==> config.mk <==
export PLATFORM = sky130hd
export DESIGN_NAME = pipeline_hazard_ctrl
export DESIGN_NICKNAME = d
export VERILOG_FILES = /design/src/rtl/pipeline_hazard_ctrl.sv
export SDC_FILE = /design/constraint.sdc
export NUM_CORES = 1
export LEC_CHECK = 0
export BUFFER_PORTS_ARGS = -buffer_cell sky130_fd_sc_hd__buf_2
export CAP_MARGIN = 0
export CORE_AREA = 2 2 96 98
export DETAILED_ROUTE_END_ITERATION = 8
export DIE_AREA = 0 0 98 100
export PLACE_DENSITY = 0.65
export SYNTH_ARGS = -nofsm -noshare
export SYNTH_HDL_FRONTEND = slang
export SYNTH_SLANG_ARGS = --single-unit
==> constraint.sdc <==
create_clock -name clk -period 2.52 [get_ports clk]
set_input_delay 0.504 -clock clk [delete_from_list [all_inputs] [get_ports clk]]
set_output_delay 0.504 -clock clk [all_outputs]
set_load 0.005 [all_outputs]
==> src/rtl/pipeline_hazard_ctrl.sv <==
// Stall/flush scheduler for the 5-stage pipeline.
// Handles load-use, EX redirects and variable-latency dmem freezes.
module pipeline_hazard_ctrl #(
    parameter int REG_ADDR_W = 5,
    parameter int CNT_W      = 32
) (
    input  logic                  clk,
    input  logic                  reset,
    input  logic [REG_ADDR_W-1:0] id_rs1,
    input  logic [REG_ADDR_W-1:0] id_rs2,
    input  logic                  ex_memread,
    input  logic [REG_ADDR_W-1:0] ex_rd,
    input  logic                  ex_pcsel,
    input  logic                  mem_access,
    input  logic                  dmem_ready,
    output logic                  dmem_req,
    output logic                  pc_write,
    output logic                  ifid_write,
    output logic                  ifid_flush,
    output logic                  idex_write,
    output logic                  idex_flush,
    output logic                  exmem_hold,
    output logic                  memwb_bubble,
    output logic [CNT_W-1:0]      stall_count,
    output logic [CNT_W-1:0]      flush_count
);

    typedef enum logic {S_RUN, S_WAIT} state_t;

    state_t state;
    state_t state_nxt;

    logic pending;
    logic freeze;
    logic load_use;
    logic sel_rst;
    logic sel_frz;
    logic sel_redir;
    logic sel_lu;
    logic stall_inc;
    logic flush_inc;

    assign pending  = (state == S_RUN && mem_access) || state == S_WAIT;
    assign freeze   = pending && !dmem_ready;
    assign load_use = ex_memread && (ex_rd != '0)
                   && (ex_rd == id_rs1 || ex_rd == id_rs2);

    // Mutually exclusive selects so the decoder below stays one-hot.
    assign sel_rst   = reset;
    assign sel_frz   = !reset && freeze;
    assign sel_redir = !reset && !freeze && ex_pcsel;
    assign sel_lu    = !reset && !freeze && !ex_pcsel && load_use;

    assign stall_inc = !reset && (freeze || (load_use && !ex_pcsel));
    assign flush_inc = !reset && ex_pcsel && !freeze;

    always_ff @(posedge clk) begin
        if (reset) begin
            state <= S_RUN;
        end else begin
            state <= state_nxt;
        end
    end

    always_comb begin
        state_nxt = state;
        case (state)
            S_RUN:  if (mem_access && !dmem_ready) state_nxt = S_WAIT;
            S_WAIT: if (dmem_ready) state_nxt = S_RUN;
            default: state_nxt = S_RUN;
        endcase
    end

    always_comb begin
        dmem_req     = pending;
        pc_write     = 1'b1;
        ifid_write   = 1'b1;
        ifid_flush   = 1'b0;
        idex_write   = 1'b1;
        idex_flush   = 1'b0;
        exmem_hold   = 1'b0;
        memwb_bubble = 1'b0;
        unique case (1'b1)
            sel_rst: begin
                dmem_req     = 1'b0;
                pc_write     = 1'b0;
                ifid_write   = 1'b0;
                ifid_flush   = 1'b1;
                idex_write   = 1'b0;
                idex_flush   = 1'b1;
                memwb_bubble = 1'b1;
            end
            sel_frz: begin
                pc_write     = 1'b0;
                ifid_write   = 1'b0;
                idex_write   = 1'b0;
                exmem_hold   = 1'b1;
                memwb_bubble = 1'b1;
            end
            sel_redir: begin
                ifid_flush = 1'b1;
                idex_flush = 1'b1;
            end
            sel_lu: begin
                pc_write   = 1'b0;
                ifid_write = 1'b0;
                idex_flush = 1'b1;
            end
            default: begin
            end
        endcase
    end

    always_ff @(posedge clk) begin
        if (reset) begin
            stall_count <= '0;
            flush_count <= '0;
        end else begin
            if (stall_inc && stall_count != '1) begin
                stall_count <= stall_count + 1'b1;
            end
            if (flush_inc && flush_count != '1) begin
                flush_count <= flush_count + 1'b1;
            end
        end
    end

endmodule
==> metrics.txt, run 1 <==
# TYPE chip_impl_metric gauge
chip_impl_metric{name="synthesis.area",unit="um^2"} 3420
chip_impl_metric{name="syn_inst",unit=""} 414
chip_impl_info{name="rsz0062_at_grt",value="false"} 1
chip_impl_metric{name="first_global_vias",unit=""} 3202
chip_impl_metric{name="clock_tree.htree_level_count",unit=""} 3
chip_impl_metric{name="hpwlAfterDp",unit="um"} 6240
chip_impl_metric{name="final.min_clock_period",unit="ns"} 2.40
chip_impl_info{name="layout_commonest_cell",value="sky130_fd_sc_hd__buf_2"} 1
chip_impl_metric{name="setup_tns",unit="ns"} 0
chip_impl_info{name="crit_path_end",value="idex_flush"} 1
chip_impl_info{name="ctsRootBufferMaster",value="sky130_fd_sc_hd__clkbuf_8"} 1
chip_impl_metric{name="maxCapViolCount",unit=""} 0
chip_impl_metric{name="drt_pass1_iterations",unit=""} 5
chip_impl_metric{name="syn_avg_cell_area",unit="um^2"} 8.26
chip_impl_metric{name="first_pass_grt_wire_length",unit="um"} 14600
chip_impl_metric{name="timing.critical_path.arrival",unit="ns"} 1.90
chip_impl_metric{name="cts.path.max_buffers",unit=""} 2
chip_impl_info{name="worst_hold_path_type",value="in2reg"} 1
chip_impl_metric{name="ctsHoldBuffers",unit=""} 0
chip_impl_metric{name="synth-adder-area-share",unit="%"} 0.732
chip_impl_metric{name="synth_cell_type_count",unit=""} 48
chip_impl_metric{name="vias_per_cell",unit=""} 5.45
chip_impl_metric{name="slew_headroom",unit="%"} 67.5
chip_impl_metric{name="start_util",unit="%"} 38.5
chip_impl_metric{name="grt_use_total",unit="%"} 17.9
chip_impl_info{name="outcome",value="complete, no violations"} 1
chip_impl_info{name="worst_setup_path_startpoint",value="ex_rd[1]"} 1
chip_impl_info{name="slowest_cell_on_the_critical_path",value="sky130_fd_sc_hd__or4_1"} 1
chip_impl_metric{name="ratio_of_cells_with_drive_above_1_in_the_final_layout",unit="%"} 24.9
chip_impl_metric{name="drt_drc",unit=""} 0
chip_impl_info{name="final_cell_mix",value="sky130_fd_sc_hd__buf_2, sky130_fd_sc_hd__dfxtp_1, sky130_fd_sc_hd__nor2_1"} 1
chip_impl_metric{name="detailedPlace.worstSlack",unit="ns"} 0.0833
chip_impl_metric{name="drt_wl_total",unit="um"} 8660
chip_impl_metric{name="antenna_left",unit=""} 0
chip_impl_metric{name="numCtsBuffers",unit=""} 9
chip_impl_metric{name="numPortBuffers",unit=""} 92
chip_impl_metric{name="max_clock_freq",unit="GHz"} 0.417
chip_impl_metric{name="n_antenna_cell",unit=""} 0
chip_impl_metric{name="synth.ff_latch_count",unit=""} 65
chip_impl_metric{name="ios",unit=""} 93
chip_impl_metric{name="tightest_slew",unit="ns"} 0.484
chip_impl_metric{name="postSynthNetCount",unit=""} 437
chip_impl_metric{name="routabilityCongestion",unit=""} 0.842
chip_impl_metric{name="power.density_cell_area",unit="nW/um^2"} 465
chip_impl_metric{name="yosys.area_share.xor_xnor",unit="%"} 11.0
chip_impl_metric{name="postCtsSetupBuffers",unit=""} 0
chip_impl_metric{name="insertion_delay",unit="ns"} 0.34
chip_impl_metric{name="n_fill_cell",unit=""} 928
chip_impl_info{name="cts_tree",value="built"} 1
chip_impl_metric{name="ff2ff_path_depth",unit=""} 7
chip_impl_metric{name="dieHeight",unit="um"} 100
chip_impl_metric{name="multi_input_comb_area",unit="um^2"} 1980
chip_impl_metric{name="timing_hold_violations_final",unit=""} 0
chip_impl_metric{name="final_max_slew_viol_count",unit=""} 0
chip_impl_metric{name="synth_compound_area_share",unit="%"} 11.1
chip_impl_info{name="setup.worst_path.end_class",value="output port"} 1
chip_impl_metric{name="core_area",unit="um^2"} 8890
chip_impl_metric{name="regArea",unit="um^2"} 1300
chip_impl_metric{name="grt_max_degree",unit=""} 38
chip_impl_metric{name="cts_repair_resize_count",unit=""} 0
chip_impl_info{name="critical_path_class",value="in2out"} 1
chip_impl_metric{name="cts.reportedPaths.clkPinSlew",unit="ns"} 0.07
chip_impl_metric{name="setup-violations-final",unit=""} 0
chip_impl_metric{name="synth_simple_gate_area_share",unit="%"} 33.8
chip_impl_metric{name="worst-path-stages",unit=""} 6
chip_impl_info{name="synth_top_family_by_area",value="simple AND/OR/NAND/NOR gates"} 1
chip_impl_info{name="worst_r2r_endpoint",value="stall_count[8]"} 1
chip_impl_info{name="synth_top_flop_cell",value="sky130_fd_sc_hd__dfxtp_1"} 1
chip_impl_metric{name="tritoncts_num_sinks",unit=""} 65
chip_impl_metric{name="fin_nets",unit=""} 537
chip_impl_metric{name="async_reset_ff_share",unit="%"} 0
chip_impl_metric{name="synth_enable_flop_cells",unit=""} 0
chip_impl_info{name="crit-reg2reg-launch",value="stall_count[26]"} 1
chip_impl_metric{name="floorplan.rows",unit=""} 35
chip_impl_info{name="timing.critical_path.from_type",value="input pin"} 1
chip_impl_metric{name="synth.yosys.seq_area_share",unit="%"} 38.1
chip_impl_metric{name="fp.dieArea",unit="um^2"} 9800
chip_impl_metric{name="synthMuxAreaShare",unit="%"} 1.24
chip_impl_info{name="cp_common_cell",value="sky130_fd_sc_hd__buf_2"} 1
chip_impl_metric{name="worst_clock_skew",unit="ns"} 0.0112
chip_impl_metric{name="syn2layout_area_growth",unit="%"} 23.1
chip_impl_metric{name="vdd_drop_max",unit="mV"} 0.242
chip_impl_metric{name="final_critical_path_setup_slack",unit="ns"} 0.119
chip_impl_info{name="worstPathCellList",value="buf_2 -> or4_1 -> o21ai_1 -> nor2_1 -> a21o_1 -> buf_2"} 1
chip_impl_metric{name="floorplan.die.width",unit="um"} 98
chip_impl_metric{name="synth.yosys.warnings",unit=""} 0
chip_impl_metric{name="regToRegSetupSlack",unit="ns"} 0.24
chip_impl_metric{name="initialDrtViolationCount",unit=""} 106
chip_impl_metric{name="wire_per_inst",unit="um"} 13.7
chip_impl_metric{name="timing.critical_path.fanout_max",unit=""} 4
chip_impl_info{name="cpLargestDelayFamily",value="simple AND/OR/NAND/NOR gates"} 1
chip_impl_metric{name="power_leakage",unit="nW"} 1.72
chip_impl_metric{name="routed-via-count",unit=""} 3431
chip_impl_metric{name="worst_path_largest_cell_delay",unit="ns"} 0.51
chip_impl_metric{name="critical_path_buf_inv_count",unit=""} 2
chip_impl_metric{name="post-route-period-util",unit="%"} 95.3
chip_impl_metric{name="antenna_violations_before_repair",unit=""} 0
chip_impl_metric{name="critical_path_required",unit="ns"} 2.02
chip_impl_metric{name="globalRouteOverflowTotal",unit=""} 0
## cells in the mapped netlist (all sizes together), types with 10 or more instances
library cell | instances | area, um^2
nand4 | 28 | 188
nor2 | 57 | 214
nand3 | 30 | 150
or4 | 14 | 105
buf | 11 | 73.8
nand2 | 26 | 97.6
o31ai | 13 | 97.6
nor3 | 10 | 50.1
a21oi | 25 | 125
xor2 | 38 | 333
o21ai | 13 | 65.1
and3 | 10 | 65.1
dfxtp | 65 | 1300
## metrics by stage
step	hold WS (ns)	utilization (%)	power, mW	cell area [um^2]	std cells
floorplan	0.480	-	1.13	3420	414
global placement	0.479	45.4	1.18	4030	614
detailed placement	0.496	45.4	1.18	4030	614
CTS	0.357	47.3	1.99	4210	630
global route	0.370	47.3	2.05	4210	630
finish	0.381	47.3	1.96	4210	630
## routing by layer
metal	part of all wire [%]	vias to the layer above	GRT usage [%]
met3	5.1	7	4.74
met4	1.0	0	6.09
met5	0	-	0
li1	-	1702	-
met2	49	71	30.0
met1	45	1651	22.3
## area by class of cell
class,instances,share of cell area [%]
Multi-Input combinational cell,324,47.1
Sequential cell,65,30.9
Timing Repair Buffer,107,13.9
Clock buffer,13,3.78
Tap cell,111,3.30
Inverter,7,0.624
Clock inverter,3,0.357
## worst min path at each step
stage,start,endpoint,cells past startpoint
2_1_floorplan,stall_count[5],stall_count[5],2
3_3_place_gp,stall_count[5],stall_count[5],2
3_5_place_dp,stall_count[5],stall_count[5],2
4_1_cts,dmem_ready,state,2
5_1_grt,dmem_ready,state,2
6_report,dmem_ready,state,2
## report_power, final
part,switching [mW],total [mW],internal (mW)
Clock,0.390,0.796,0.407
Sequential,0.00440,1.04,1.03
Combinational,0.0708,0.123,0.0520
## flip-flops by register name, summed over array words and instances (netlist names)
name         cells
state            1
stall_count     32
flush_count     32
## cells by family (layout without fill, tap and decap cells)
kind of cell             after synthesis  count (layout)
XOR/XNOR                              43              43
flip-flops                            65              65
adder cells (fa/ha/maj)                2               2
AO/OA/AOI/OAI                         63              63
multiplexers                           4               4
AND/OR/NAND/NOR                      212             212
buffers and inverters                 25             130
(Power assumes the default switching activity.)
==> inputs of run 2 (changes only) <==
- CORE_AREA: 2 2 96 98 -> 2 2 134 71
- DIE_AREA: 0 0 98 100 -> 0 0 136 73
- PLACE_DENSITY: 0.65 -> 0.66
==> run 2 against run 1 <==
Net effect: hold slack better by 0.030 ns; design area up 4.1%; power increased by 23%; routed wire length rose by 9.3%; non-clock buffer count up 6; core utilization up 1.6 points; first-iteration DRC count rose by 100%; critical path type unchanged; clock power up 55%; setup slack lost 0.0012 ns; maximum frequency hardly changed; highest routed layer unchanged; final cell count up 2.5%; register-to-register slack got worse by 0.03 ns.
==> metrics.txt, run 2 (same netlist as run 1, synthesis figures left out) <==
# TYPE chip_impl_metric gauge
chip_impl_info{name="outcome",value="complete, no violations"} 1
chip_impl_info{name="biggestRegsByFlops",value="flush_count (32), stall_count (32), state (1)"} 1
chip_impl_metric{name="first_global_vias",unit=""} 3029
chip_impl_metric{name="fin_nets",unit=""} 543
chip_impl_metric{name="fp.dieArea",unit="um^2"} 9930
chip_impl_info{name="worstHoldStart",value="dmem_ready"} 1
chip_impl_metric{name="power_leakage",unit="nW"} 1.79
chip_impl_metric{name="grt_max_degree",unit=""} 54
chip_impl_metric{name="ios",unit=""} 93
chip_impl_metric{name="post_layout_nonfiller_instances",unit=""} 646
chip_impl_metric{name="grt_use_total",unit="%"} 19.4
chip_impl_info{name="final_cell_mix",value="sky130_fd_sc_hd__buf_2, sky130_fd_sc_hd__dfxtp_1, sky130_fd_sc_hd__nor2_1"} 1
chip_impl_metric{name="timing.critical_path.arrival",unit="ns"} 1.90
chip_impl_info{name="crit-reg2reg-launch",value="stall_count[24]"} 1
chip_impl_metric{name="start_util",unit="%"} 38.2
chip_impl_metric{name="regToRegSetupSlack",unit="ns"} 0.21
chip_impl_metric{name="postCtsSetupBuffers",unit=""} 0
chip_impl_metric{name="critical_path_required",unit="ns"} 2.02
chip_impl_info{name="setup.worst_path.end_class",value="output port"} 1
chip_impl_metric{name="cts.path.max_buffers",unit=""} 2
chip_impl_metric{name="setup_tns",unit="ns"} 0
chip_impl_metric{name="totalPowerFinal",unit="mW"} 2.40
chip_impl_info{name="layout_commonest_cell",value="sky130_fd_sc_hd__buf_2"} 1
chip_impl_metric{name="wire_per_inst",unit="um"} 14.6
chip_impl_metric{name="dieHeight",unit="um"} 73
chip_impl_metric{name="hpwlAfterDp",unit="um"} 6970
chip_impl_metric{name="fin_util",unit="%"} 49.0
chip_impl_metric{name="setup-violations-final",unit=""} 0
chip_impl_metric{name="globalRouteOverflowTotal",unit=""} 0
chip_impl_metric{name="vias_per_cell",unit=""} 5.45
chip_impl_metric{name="drt_wl_total",unit="um"} 9460
chip_impl_metric{name="routed-via-count",unit=""} 3520
chip_impl_metric{name="insertion_delay",unit="ns"} 0.33
chip_impl_metric{name="first_pass_grt_wire_length",unit="um"} 15100
chip_impl_metric{name="n_antenna_cell",unit=""} 0
chip_impl_metric{name="minimum_hold_slack",unit="ns"} 0.411
chip_impl_metric{name="ctsHoldBuffers",unit=""} 0
chip_impl_metric{name="post-route-period-util",unit="%"} 95.3
chip_impl_info{name="rsz0062_at_grt",value="false"} 1
chip_impl_metric{name="maxCapViolCount",unit=""} 0
chip_impl_metric{name="cts_repair_resize_count",unit=""} 0
chip_impl_metric{name="numCtsBuffers",unit=""} 9
chip_impl_metric{name="ff2ff_path_depth",unit=""} 7
chip_impl_metric{name="drt_drc",unit=""} 0
chip_impl_metric{name="slew_headroom",unit="%"} 62.6
chip_impl_info{name="worst_r2r_endpoint",value="stall_count[4]"} 1
chip_impl_info{name="worst_hold_path.endpoint",value="state"} 1
chip_impl_info{name="critical_path_class",value="in2out"} 1
chip_impl_metric{name="tritoncts_num_sinks",unit=""} 65
chip_impl_metric{name="final_max_slew_viol_count",unit=""} 0
chip_impl_metric{name="syn2layout_area_growth",unit="%"} 28.1
chip_impl_metric{name="timing_hold_violations_final",unit=""} 0
chip_impl_metric{name="floorplan.die.width",unit="um"} 136
chip_impl_metric{name="antenna_violations_before_repair",unit=""} 0
chip_impl_metric{name="core_area",unit="um^2"} 8950
chip_impl_metric{name="timing.critical_path.fanout_max",unit=""} 4
chip_impl_metric{name="hold-path-cell-count",unit=""} 2
chip_impl_metric{name="clock_tree.htree_level_count",unit=""} 3
chip_impl_metric{name="floorplan.rows",unit=""} 25
chip_impl_info{name="ctsRootBufferMaster",value="sky130_fd_sc_hd__clkbuf_16"} 1
chip_impl_metric{name="initialDrtViolationCount",unit=""} 216
chip_impl_metric{name="ratio_of_cells_with_drive_above_1_in_the_final_layout",unit="%"} 25.5
chip_impl_metric{name="dp.cells",unit=""} 630
chip_impl_metric{name="tightest_slew",unit="ns"} 0.556
chip_impl_metric{name="worst_clock_skew",unit="ns"} 0.00656
chip_impl_metric{name="max_clock_freq",unit="GHz"} 0.416
chip_impl_metric{name="cts.reportedPaths.clkPinSlew",unit="ns"} 0.05
chip_impl_metric{name="power.density_cell_area",unit="nW/um^2"} 548
chip_impl_metric{name="final.min_clock_period",unit="ns"} 2.40
chip_impl_info{name="timing.critical_path.from_type",value="input pin"} 1
chip_impl_info{name="cts_tree",value="built"} 1
chip_impl_metric{name="vdd_drop_max",unit="mV"} 0.358
chip_impl_metric{name="antenna_left",unit=""} 0
chip_impl_metric{name="numPortBuffers",unit=""} 92
chip_impl_info{name="worst_hold_path_type",value="in2reg"} 1
chip_impl_metric{name="drt_pass1_iterations",unit=""} 5
chip_impl_metric{name="routabilityCongestion",unit=""} 0.828
run 2: worst max path at each step:
stage | end | slack, ns | depth (start not counted) | start
after floorplan | stall_count[26] | 0.30 | 8 | ex_rd[2]
after global placement | idex_flush | 0.17 | 6 | ex_rd[1]
after detailed placement | stall_count[30] | 0.13 | 9 | ex_rd[1]
after CTS | idex_flush | 0.13 | 6 | ex_rd[1]
after global routing | stall_count[30] | 0.01 | 6 | stall_count[9]
final | idex_flush | 0.12 | 6 | ex_rd[1]
run 2: critical path, cell delays in order:
cell and delay [ns]:
sky130_fd_sc_hd__buf_2 0.12, sky130_fd_sc_hd__or4_1 0.52, sky130_fd_sc_hd__o21ai_1 0.29, sky130_fd_sc_hd__nor2_1 0.15, sky130_fd_sc_hd__a21o_1 0.19, sky130_fd_sc_hd__buf_2 0.12
run 2: per-layer routing:
metal / up-vias / share of wire [%] / GRT usage [%]
li1: 1733 / - / -
met1: 1648 / 52 / 28.5
met2: 131 / 39 / 27.0
met3: 8 / 8.6 / 7.01
met4: 0 / 0.78 / 3.82
met5: - / 0 / 0
run 2: report_power, final:
group | internal [mW] | switching (mW) | total [mW]
sequential | 1.03 | 0.00500 | 1.04
clock | 0.790 | 0.439 | 1.23
combinational | 0.0564 | 0.0762 | 0.133
total | 1.88 | 0.520 | 2.40
run 2: final cells by class:
type                            count  area [um^2]
Clock inverter                      3         40.0
Timing Repair Buffer              113          631
Fill cell                         897         4560
Clock buffer                       13          250
Inverter                            7         26.3
Tap cell                          121          151
Multi-Input combinational cell    324         1980
Sequential cell                    65         1300
run 2: stage by stage:
step           setup WS [ns]  cell area [um^2]
2_1_floorplan          0.302              3420
3_3_place_gp           0.173              4090
3_5_place_dp           0.134              4090
4_1_cts                0.128              4380
5_1_grt               0.0121              4380
6_report               0.118              4380
